## config.mk

```make
export PLATFORM = sky130hd
export DESIGN_NAME = palette_bank_lut
export DESIGN_NICKNAME = d
export VERILOG_FILES = /design/src/rtl/palette_pkg.sv /design/src/rtl/palette_fade_ctrl.sv /design/src/rtl/palette_bank_lut.sv
export SDC_FILE = /design/constraint.sdc
export NUM_CORES = 2
export LEC_CHECK = 0
export CELL_PAD_IN_SITES_DETAIL_PLACEMENT = 0
export CELL_PAD_IN_SITES_GLOBAL_PLACEMENT = 1
export CORE_ASPECT_RATIO = 0.8
export CORE_MARGIN = 4
export CORE_UTILIZATION = 53
export CTS_CLUSTER_SIZE = 25
export DETAILED_ROUTE_END_ITERATION = 10
export DONT_BUFFER_PORTS = 1
export PLACE_DENSITY_LB_ADDON = 0.1
export SLEW_MARGIN = 20
export SYNTH_ARGS = -nofsm -noshare
export SYNTH_HDL_FRONTEND = slang
export SYNTH_SLANG_ARGS = --single-unit
```

## constraint.sdc

```tcl
create_clock -name Clk -period 38.1 [get_ports Clk]
set_input_delay 5.715 -clock Clk [delete_from_list [all_inputs] [get_ports Clk]]
set_output_delay 5.715 -clock Clk [all_outputs]
set_load 0.02 [all_outputs]
```

## src/rtl/palette_pkg.sv

```systemverilog
// Shared types and default sizes for the sprite palette block.
// Holds the colour struct, fade FSM states and a width helper.
package palette_pkg;

    localparam int DEF_IDX_W     = 4;
    localparam int DEF_CH_W      = 4;
    localparam int DEF_LVL_W     = 4;
    localparam int DEF_NUM_BANKS = 4;

    typedef struct packed {
        logic [DEF_CH_W-1:0] r;
        logic [DEF_CH_W-1:0] g;
        logic [DEF_CH_W-1:0] b;
    } rgb_t;

    typedef enum logic {
        FADE_IDLE,
        FADE_RUN
    } fade_state_t;

    // clog2 that never returns 0, so a one-entry range still gets a bit.
    function automatic int min1_clog2(input int n);
        return (n > 1) ? $clog2(n) : 1;
    endfunction

endpackage

```

## src/rtl/palette_fade_ctrl.sv

```systemverilog
// Global fade engine: step divider, brightness level and fade FSM.
// Ports: Clk, Reset, fade_start/fade_dir in; fade_busy, level out.
module palette_fade_ctrl
    import palette_pkg::*;
#(
    parameter int LVL_W    = DEF_LVL_W,
    parameter int FADE_DIV = 262144
) (
    input  logic             Clk,
    input  logic             Reset,
    input  logic             fade_start,
    input  logic             fade_dir,
    output logic             fade_busy,
    output logic [LVL_W-1:0] level
);

    localparam int DIV_W = min1_clog2(FADE_DIV);
    localparam logic [LVL_W-1:0] LVL_MAX  = '1;
    localparam logic [DIV_W-1:0] DIV_LAST = DIV_W'(FADE_DIV - 1);

    fade_state_t      state_q, state_d;
    logic [DIV_W-1:0] div_q, div_d;
    logic             dir_q, dir_d;
    logic [LVL_W-1:0] level_q, level_d;
    logic [LVL_W-1:0] start_tgt;
    logic [LVL_W-1:0] run_tgt;
    logic [LVL_W-1:0] step;

    always_ff @(posedge Clk or posedge Reset) begin
        if (Reset) begin
            state_q <= FADE_IDLE;
            div_q   <= '0;
            dir_q   <= 1'b0;
            level_q <= LVL_MAX;
        end else begin
            state_q <= state_d;
            div_q   <= div_d;
            dir_q   <= dir_d;
            level_q <= level_d;
        end
    end

    always_comb begin
        start_tgt = fade_dir ? LVL_MAX : '0;
        run_tgt   = dir_q ? LVL_MAX : '0;
        step      = dir_q ? level_q + LVL_W'(1)
                          : level_q - LVL_W'(1);
        state_d   = state_q;
        div_d     = div_q;
        dir_d     = dir_q;
        level_d   = level_q;
        unique case (state_q)
            FADE_IDLE: begin
                if (fade_start && level_q != start_tgt) begin
                    state_d = FADE_RUN;
                    div_d   = '0;
                    dir_d   = fade_dir;
                end
            end
            FADE_RUN: begin
                if (fade_start) begin
                    // Restart from the current level; no jump.
                    div_d = '0;
                    dir_d = fade_dir;
                    if (level_q == start_tgt) begin
                        state_d = FADE_IDLE;
                    end
                end else if (div_q == DIV_LAST) begin
                    div_d   = '0;
                    level_d = step;
                    if (step == run_tgt) begin
                        state_d = FADE_IDLE;
                    end
                end else begin
                    div_d = div_q + DIV_W'(1);
                end
            end
            default: state_d = FADE_IDLE;
        endcase
    end

    always_comb begin
        fade_busy = (state_q == FADE_RUN);
        level     = level_q;
    end

endmodule

```

## src/rtl/palette_bank_lut.sv

```systemverilog
// Multi-bank writable palette with transparency and global fade.
// Ports: pix_* lookup in, wr_* write in, fade_* control, RGB out.
module palette_bank_lut
    import palette_pkg::*;
#(
    parameter int IDX_W      = DEF_IDX_W,
    parameter int NUM_BANKS  = DEF_NUM_BANKS,
    parameter int CH_W       = DEF_CH_W,
    parameter int LVL_W      = DEF_LVL_W,
    parameter int TRANSP_IDX = 0,
    parameter int FADE_DIV   = 262144,
    localparam int BANK_W    = min1_clog2(NUM_BANKS)
) (
    input  logic              Clk,
    input  logic              Reset,
    input  logic              pix_valid,
    input  logic [BANK_W-1:0] pix_bank,
    input  logic [IDX_W-1:0]  pix_index,
    input  logic              wr_en,
    input  logic [BANK_W-1:0] wr_bank,
    input  logic [IDX_W-1:0]  wr_index,
    input  logic [3*CH_W-1:0] wr_rgb,
    input  logic              fade_start,
    input  logic              fade_dir,
    output logic              fade_busy,
    output logic [LVL_W-1:0]  level,
    output logic              out_valid,
    output logic [CH_W-1:0]   red,
    output logic [CH_W-1:0]   green,
    output logic [CH_W-1:0]   blue,
    output logic              transparent
);

    localparam int ENTRIES    = 2 ** IDX_W;
    localparam int BANK_SLOTS = 2 ** BANK_W;
    localparam int RGB_W      = 3 * CH_W;
    localparam int PROD_W     = CH_W + LVL_W + 1;

    typedef struct packed {
        logic [CH_W-1:0] r;
        logic [CH_W-1:0] g;
        logic [CH_W-1:0] b;
    } pix_rgb_t;

    function automatic logic [CH_W-1:0] scale(
        input logic [CH_W-1:0]  c,
        input logic [LVL_W-1:0] l
    );
        logic [PROD_W-1:0] p;
        p = PROD_W'(c) * (PROD_W'(l) + PROD_W'(1));
        return CH_W'(p >> LVL_W);
    endfunction

    logic [RGB_W-1:0] bank_rd [BANK_SLOTS];

    // Bank slots past NUM_BANKS have no storage and read as black,
    // which also makes writes to them vanish.
    for (genvar b = 0; b < BANK_SLOTS; b++) begin : g_bank
        if (b < NUM_BANKS) begin : g_real
            logic [RGB_W-1:0] ent_q [ENTRIES];
            always_ff @(posedge Clk or posedge Reset) begin
                if (Reset) begin
                    for (int i = 0; i < ENTRIES; i++) begin
                        ent_q[i] <= '0;
                    end
                end else if (wr_en && wr_bank == BANK_W'(b)) begin
                    ent_q[wr_index] <= wr_rgb;
                end
            end
            assign bank_rd[b] = ent_q[pix_index];
        end else begin : g_none
            assign bank_rd[b] = '0;
        end
    end

    logic [LVL_W-1:0] lvl;

    palette_fade_ctrl #(
        .LVL_W    (LVL_W),
        .FADE_DIV (FADE_DIV)
    ) u_fade (
        .Clk        (Clk),
        .Reset      (Reset),
        .fade_start (fade_start),
        .fade_dir   (fade_dir),
        .fade_busy  (fade_busy),
        .level      (lvl)
    );

    assign level = lvl;

    pix_rgb_t s1_rgb_q, s1_rgb_d;
    logic     s1_valid_q;
    logic     s1_transp_q;
    pix_rgb_t s2_rgb_q, s2_rgb_d;
    logic     s2_valid_q;
    logic     s2_transp_q;

    always_comb begin
        s1_rgb_d   = pix_rgb_t'(bank_rd[pix_bank]);
        s2_rgb_d.r = scale(s1_rgb_q.r, lvl);
        s2_rgb_d.g = scale(s1_rgb_q.g, lvl);
        s2_rgb_d.b = scale(s1_rgb_q.b, lvl);
    end

    always_ff @(posedge Clk or posedge Reset) begin
        if (Reset) begin
            s1_rgb_q    <= '0;
            s1_valid_q  <= 1'b0;
            s1_transp_q <= 1'b0;
            s2_rgb_q    <= '0;
            s2_valid_q  <= 1'b0;
            s2_transp_q <= 1'b0;
        end else begin
            s1_rgb_q    <= s1_rgb_d;
            s1_valid_q  <= pix_valid;
            s1_transp_q <= (pix_index == IDX_W'(TRANSP_IDX));
            s2_rgb_q    <= s2_rgb_d;
            s2_valid_q  <= s1_valid_q;
            s2_transp_q <= s1_transp_q;
        end
    end

    assign out_valid   = s2_valid_q;
    assign red         = s2_rgb_q.r;
    assign green       = s2_rgb_q.g;
    assign blue        = s2_rgb_q.b;
    assign transparent = s2_transp_q;

endmodule

```

-- Word-level counts from Yosys, hierarchy flattened
Cells that the tools add are included.
- register bits after elaboration: 820
- bits of input ports: 30
- output and inout bits: 19
- word-level logic and storage cells: 150
- $add $sub $neg: 4
- multiply operators: 3
- order comparisons: 4
- equal/unequal tests: 9
- muxes and demuxes: 37
- bitwise operators: 5
- reduce and logical (&&, ||, !) cells: 10
- operators by type and width (kind ; count):
    192-bit bitwise mux ; 4
    12-bit binary-select mux with 4-bit select ; 4
    12-bit two-way mux ; 11
    18-bit two-way mux ; 3
    12-bit demux with 4-bit select ; 1
    18-bit case mux with 2 select lines ; 1
    12-bit binary-select mux with 2-bit select ; 1
    18-bit by 1-bit adder with 18-bit output (second input constant) ; 1
    18-bit equality test (second input constant) ; 1
    4-bit by 9-bit multiplier with 8-bit output ; 2
    4-bit two-way mux ; 3
    5-bit >= comparator (second input constant) ; 2
    4-bit NOT with 5-bit output ; 2
    4-bit equality test ; 2
    4-bit by 5-bit multiplier with 8-bit output ; 1
    1-bit two-way mux ; 7
    1-bit logical AND ; 6
    4-bit by 1-bit adder with 5-bit output (second input constant) ; 1
    5-bit by 1-bit < comparator with 1-bit output (second input constant) ; 1
    4-bit by 1-bit adder with 4-bit output (second input constant) ; 1
    2-bit equality test (second input constant) ; 2
    4-bit logical NOT ; 1
    4-bit inequality test ; 1
    1-bit case mux with 2 select lines ; 2
    other kinds (10) ; 11

-- Longest topological paths before layout
- depth after elaboration: 7
- depth in mapped cells: 14
- gate-level depth less buffers: 12

-- Modules after synthesis
A second synthesis with hierarchy kept.
- cells, all modules: 2713
- area, all modules: 38874.8 sq um
- modules (own cells, without submodules) (module ; times used ; cells an instance ; area each (sq um) ; sequential area each (sq um)):
    palette_bank_lut ; 1 ; 2557 ; 37430.9 ; 19919.1
    palette_fade_ctrl ; 1 ; 156 ; 1443.9 ; 605.6

-- Worst setup path before layout
No wires, ideal clock.
- kind: input to register
- from: input wr_index[3]
- to: register g_bank[3].g_real.ent_q[100] in the netlist's numbering
- library setup time: 0.125 ns
- arrival time: 7.111 ns
- required time: 37.975 ns
- slack: 30.864 ns
- cell stages on the path: 6
- path buffers: 2
- cell sequence: clkbuf_1 > nand2b_1 > or2_2 > nor2_1 > buf_2 > mux2_2
- word-level cells in the longest chain between the ends: 6
- elaborated cells between the ends (all ways): 7
- those cells by class: order compare: 2; mux: 3; bitwise: 1; reduce/logical: 1
- RTL lines (element ; RTL line ; RTL):
    from (decl) ; palette_bank_lut.sv:21 ; input logic [IDX_W-1:0] wr_index,
    4-bit NOT with 5-bit output (implied by the code) * ; palette_bank_lut.sv:67 ; ent_q[wr_index] <= wr_rgb;
    5-bit >= comparator (implied by the code) / 5-bit by 1-bit < comparator with 1-bit output (equally long branches) ; palette_bank_lut.sv:67 ;
    1-bit logical AND (implied by the code) ; palette_bank_lut.sv:67 ;
    12-bit two-way mux (implied by the code) ; palette_bank_lut.sv:67 ;
    12-bit demux with 4-bit select * ; palette_bank_lut.sv:67 ;
    192-bit bitwise mux * ; palette_bank_lut.sv:67 ;
    to (signal, indexed assignment) ; palette_bank_lut.sv:67 ;
    to (decl) ; palette_bank_lut.sv:60 ; logic [RGB_W-1:0] ent_q [ENTRIES];
Every way passes the cells marked *; elsewhere a longest branch is shown, timed or not.
A chain may end at the register's enable or synchronous reset.

==> impl_metrics.prom <==
# TYPE chip_impl_metric gauge
chip_impl_metric{name="timing.max_slew.rel_slack",unit="%"} 23.78
chip_impl_info{name="crit_path_cell_trace",value="inv_8, buf_4, buf_4, buf_12, buf_16"} 1
chip_impl_metric{name="antenna_left",unit=""} 0
chip_impl_metric{name="layout-area-overhead-vs-synth",unit="%"} 7.900
chip_impl_info{name="critPathLaunchType",value="primary input"} 1
chip_impl_info{name="cts_root_buffer",value="sky130_fd_sc_hd__clkbuf_16"} 1
chip_impl_metric{name="max_cap_violations",unit=""} 0
chip_impl_metric{name="synth_enable_flop_cells",unit=""} 0
chip_impl_metric{name="first_global_vias",unit=""} 23870
chip_impl_metric{name="route.detailed.drc",unit=""} 0
chip_impl_metric{name="routed_wirelength",unit="um"} 99400
chip_impl_metric{name="ctsResizeCount",unit=""} 0
chip_impl_metric{name="finalSetupTns",unit="ns"} 0
chip_impl_metric{name="post_cts.repair.setup_buffers",unit=""} 0
chip_impl_info{name="end_kind",value="asynchronous set/reset pin"} 1
chip_impl_metric{name="final_layout_size_suffix_gt1_share",unit="%"} 44.15
chip_impl_metric{name="worst_clock_skew",unit="ns"} 0.02413
chip_impl_metric{name="syn_avg_cell_area",unit="um2"} 14.48
chip_impl_metric{name="tightestPinTransition",unit="ns"} 1.135
chip_impl_info{name="cts_tree",value="yes"} 1
chip_impl_metric{name="synth_area",unit="um2"} 38870
chip_impl_metric{name="clockBufferDepth",unit=""} 3
chip_impl_metric{name="report.final.slew_viol_count",unit=""} 0
chip_impl_metric{name="gp_routability_congestion",unit=""} 0.7960
chip_impl_metric{name="wire_per_inst",unit="um"} 27.85
chip_impl_info{name="status",value="complete, no violations"} 1
chip_impl_metric{name="design.portCount",unit=""} 49
chip_impl_metric{name="syn-instance-count",unit=""} 2685
chip_impl_metric{name="final.hold.worst_slack",unit="ns"} 0.3462
chip_impl_metric{name="p_leak",unit="nW"} 19.62
chip_impl_metric{name="core",unit="um2"} 72340
chip_impl_info{name="hold_class",value="flop to flop"} 1
chip_impl_metric{name="cp_data_required_time",unit="ns"} 38.80
chip_impl_metric{name="cts_buffers",unit=""} 84
chip_impl_metric{name="synth_cell_type_count",unit=""} 70
chip_impl_metric{name="grt_antenna_before_repair",unit=""} 2
chip_impl_metric{name="fmax",unit="MHz"} 121.1
chip_impl_metric{name="design.die.area",unit="um2"} 77760
chip_impl_metric{name="grt_max_degree",unit=""} 194
chip_impl_info{name="synth-main-ff-cell",value="sky130_fd_sc_hd__dfrtp_1"} 1
chip_impl_metric{name="yosys_warnings",unit=""} 0
chip_impl_metric{name="initial_core_utilization",unit="%"} 53.73
chip_impl_metric{name="num_vias",unit=""} 22460
chip_impl_info{name="crit_path_most_repeated_cell",value="sky130_fd_sc_hd__buf_4"} 1
chip_impl_metric{name="synth_sequential_area_ratio",unit="%"} 52.81
chip_impl_info{name="worst_setup_path_startpoint",value="Reset"} 1
chip_impl_metric{name="num-fill-cells",unit=""} 5662
chip_impl_metric{name="die_x",unit="um"} 310.8
chip_impl_info{name="hp-start",value="s1_valid_q"} 1
chip_impl_metric{name="powerDensity",unit="nW/um2"} 50.19
chip_impl_info{name="r2r-start",value="u_fade.level[0]"} 1
chip_impl_metric{name="setup_viol",unit=""} 0
chip_impl_metric{name="min_period_over_period",unit="%"} 21.67
chip_impl_metric{name="setup_slack",unit="ns"} 29.84
chip_impl_metric{name="die_h",unit="um"} 250.2
chip_impl_metric{name="slowest_delay",unit="ns"} 0.74
chip_impl_metric{name="number_of_vias_per_cell",unit=""} 6.293
chip_impl_info{name="worstSetupPathType",value="primary input to asynchronous set/reset pin"} 1
chip_impl_info{name="cpLargestDelayFamily",value="buffers and inverters"} 1
chip_impl_metric{name="preCtsSetupSlack",unit="ns"} 29.10
chip_impl_metric{name="pwr-share-comb",unit="%"} 11.3
chip_impl_metric{name="clkSinkCount",unit=""} 820
chip_impl_metric{name="port-buffer-count",unit=""} 0
chip_impl_metric{name="detailedRoute.firstPassIterationCount",unit=""} 6
chip_impl_metric{name="arrival",unit="ns"} 8.96
chip_impl_metric{name="ir_drop",unit="uV"} 40.74
chip_impl_metric{name="dp.final_hpwl",unit="um"} 60230
chip_impl_info{name="cp_slowest_cell",value="sky130_fd_sc_hd__buf_4"} 1
chip_impl_metric{name="timing_hold_violations_final",unit=""} 0
chip_impl_metric{name="power.sequential.fraction",unit="%"} 49.2
chip_impl_metric{name="power_switching",unit="W"} 0.0004954
chip_impl_metric{name="level_count_of_the_clock_h_tree",unit=""} 3
chip_impl_metric{name="synthesis.nets",unit=""} 2762
chip_impl_metric{name="p_int",unit="W"} 0.001609
chip_impl_metric{name="placed_cells_incl_taps",unit=""} 3418
chip_impl_metric{name="residual_overflow_from_global_routing",unit=""} 0
chip_impl_metric{name="groute.usage.overall",unit="%"} 25.90
chip_impl_metric{name="post-route-min-period",unit="ns"} 8.257
chip_impl_metric{name="number_of_standard_cell_rows_in_the_floorplan",unit=""} 88
chip_impl_metric{name="layout.cells.non_filler",unit=""} 3569
chip_impl_metric{name="power.share.clock",unit="%"} 39.6
chip_impl_info{name="setup_repair_after_global_routing_missed_its_margin",value="false"} 1
chip_impl_metric{name="worst_skew_late_latency",unit="ns"} 0.65
chip_impl_metric{name="grt_pass1_wl",unit="um"} 153200
chip_impl_metric{name="final_net_count",unit=""} 2637
chip_impl_metric{name="async_reset_ff_share",unit="%"} 100.0
chip_impl_metric{name="synth-seq-cells",unit=""} 820
chip_impl_metric{name="cts-hold-fix-buffers",unit=""} 0
chip_impl_metric{name="cts.reportedPaths.clkPinSlew",unit="ns"} 0.06
chip_impl_metric{name="detail_route.iter0.violations",unit=""} 1551
chip_impl_metric{name="switch_share",unit="%"} 23.54
chip_impl_metric{name="cp_num_buf_inv",unit=""} 5
chip_impl_metric{name="timing.critical_path.fanout_max",unit=""} 142
## routing by layer
metal	track usage [%]	share of wire, %	vias to the layer above
li1	-	-	9614
met1	37.19	45	12210
met2	41.66	47	482
met3	4.020	4.8	150
met4	7.028	2.5	0
met5	0	0	-
## kinds of logic after synthesis
| logic type | synth area share (%) |
|---|---|
| AOI/OAI and AO/OA | 3.374 |
| DFF | 52.81 |
| and+or+nand+nor | 4.008 |
| buffers and inverters | 3.254 |
| muxes | 34.24 |
| xor gates and xnor gates | 0.4957 |
| adders and majority gates | 1.822 |
## cells in the mapped netlist, types with 22 or more instances
cell / number / area [um2]
sky130_fd_sc_hd__mux4_2: 147 / 3311
sky130_fd_sc_hd__mux2i_1: 76 / 760.7
sky130_fd_sc_hd__buf_4: 22 / 165.2
sky130_fd_sc_hd__ha_1: 31 / 387.9
sky130_fd_sc_hd__dfrtp_1: 816 / 20420
sky130_fd_sc_hd__nand3_1: 30 / 150.1
sky130_fd_sc_hd__inv_1: 29 / 108.9
sky130_fd_sc_hd__nor2_1: 48 / 180.2
sky130_fd_sc_hd__a22oi_1: 34 / 255.2
sky130_fd_sc_hd__a21oi_1: 38 / 190.2
sky130_fd_sc_hd__buf_2: 66 / 330.3
sky130_fd_sc_hd__mux2_2: 815 / 9178
sky130_fd_sc_hd__nand2_1: 105 / 394.1
sky130_fd_sc_hd__and2_1: 29 / 181.4
sky130_fd_sc_hd__clkbuf_1: 120 / 450.4
## final timing paths
path	cells after the start	endpoint	slack [ns]
min	0	out_valid	0.35
max	5	g_bank[2].g_real.ent_q[92]	29.84
max reg2reg	12	blue[2]	33.46
min reg2reg	0	out_valid	0.35
max in group Clk	4	g_bank[0].g_real.ent_q[139]	30.48
min in group asynchronous	1	g_bank[0].g_real.ent_q[44]	5.10
## state kept, by name, indices dropped and copies added (netlist names)
| register | flops |
|---|---|
| g_bank.g_real.ent_q | 768 |
| s1_transp_q | 1 |
| out_valid | 1 |
| u_fade.div_q | 18 |
| u_fade.level | 4 |
| transparent | 1 |
| red | 4 |
| u_fade.dir_q | 1 |
| s1_valid_q | 1 |
| u_fade.fade_busy | 1 |
| green | 4 |
| s1_rgb_q | 12 |
| blue | 4 |
## final cells by class
cell class / instances / area, um2 / share of cell area [%]
Sequential cell: 820 / 20520 / 48.94
Multi-Input combinational cell: 1602 / 17120 / 40.81
Clock buffer: 121 / 2484 / 5.922
Tap cell: 945 / 1182 / 2.819
Clock inverter: 28 / 294.0 / 0.7011
Timing Repair Buffer: 23 / 220.2 / 0.5251
Inverter: 29 / 116.4 / 0.2775
Antenna cell: 1 / 2.502 / 0.005967
## cell usage in the layout (no fill, tap or decap), types with 31 or more instances in the layout
master / n
sky130_fd_sc_hd__a21oi_1: 38
sky130_fd_sc_hd__a22oi_1: 34
sky130_fd_sc_hd__clkbuf_16: 86
sky130_fd_sc_hd__dfrtp_1: 816
sky130_fd_sc_hd__ha_1: 31
sky130_fd_sc_hd__mux2_2: 815
sky130_fd_sc_hd__mux2i_1: 76
sky130_fd_sc_hd__mux4_2: 147
sky130_fd_sc_hd__nand2_1: 105
sky130_fd_sc_hd__nor2_1: 37
## power groups by stage
stage          Sequential, W  Combinational [W]  Clock, W
6_report             0.00104           0.000237  0.000833
4_1_cts              0.00103           0.000239  0.000850
3_5_place_dp         0.00105           0.000238         0
2_1_floorplan        0.00103           0.000210         0
3_3_place_gp         0.00104           0.000230         0
5_1_grt              0.00105           0.000258  0.000887
## stage by stage
stage               util, %  power [W]  cell area (um2)
global placement      54.06   0.001272            39110
CTS                   57.91   0.002124            41890
detailed placement    54.07   0.001289            39120
finish                57.98   0.002105            41940
global route          57.97   0.002193            41940
floorplan                 -   0.001244            38870
Power figures use the tool's default switching activity.
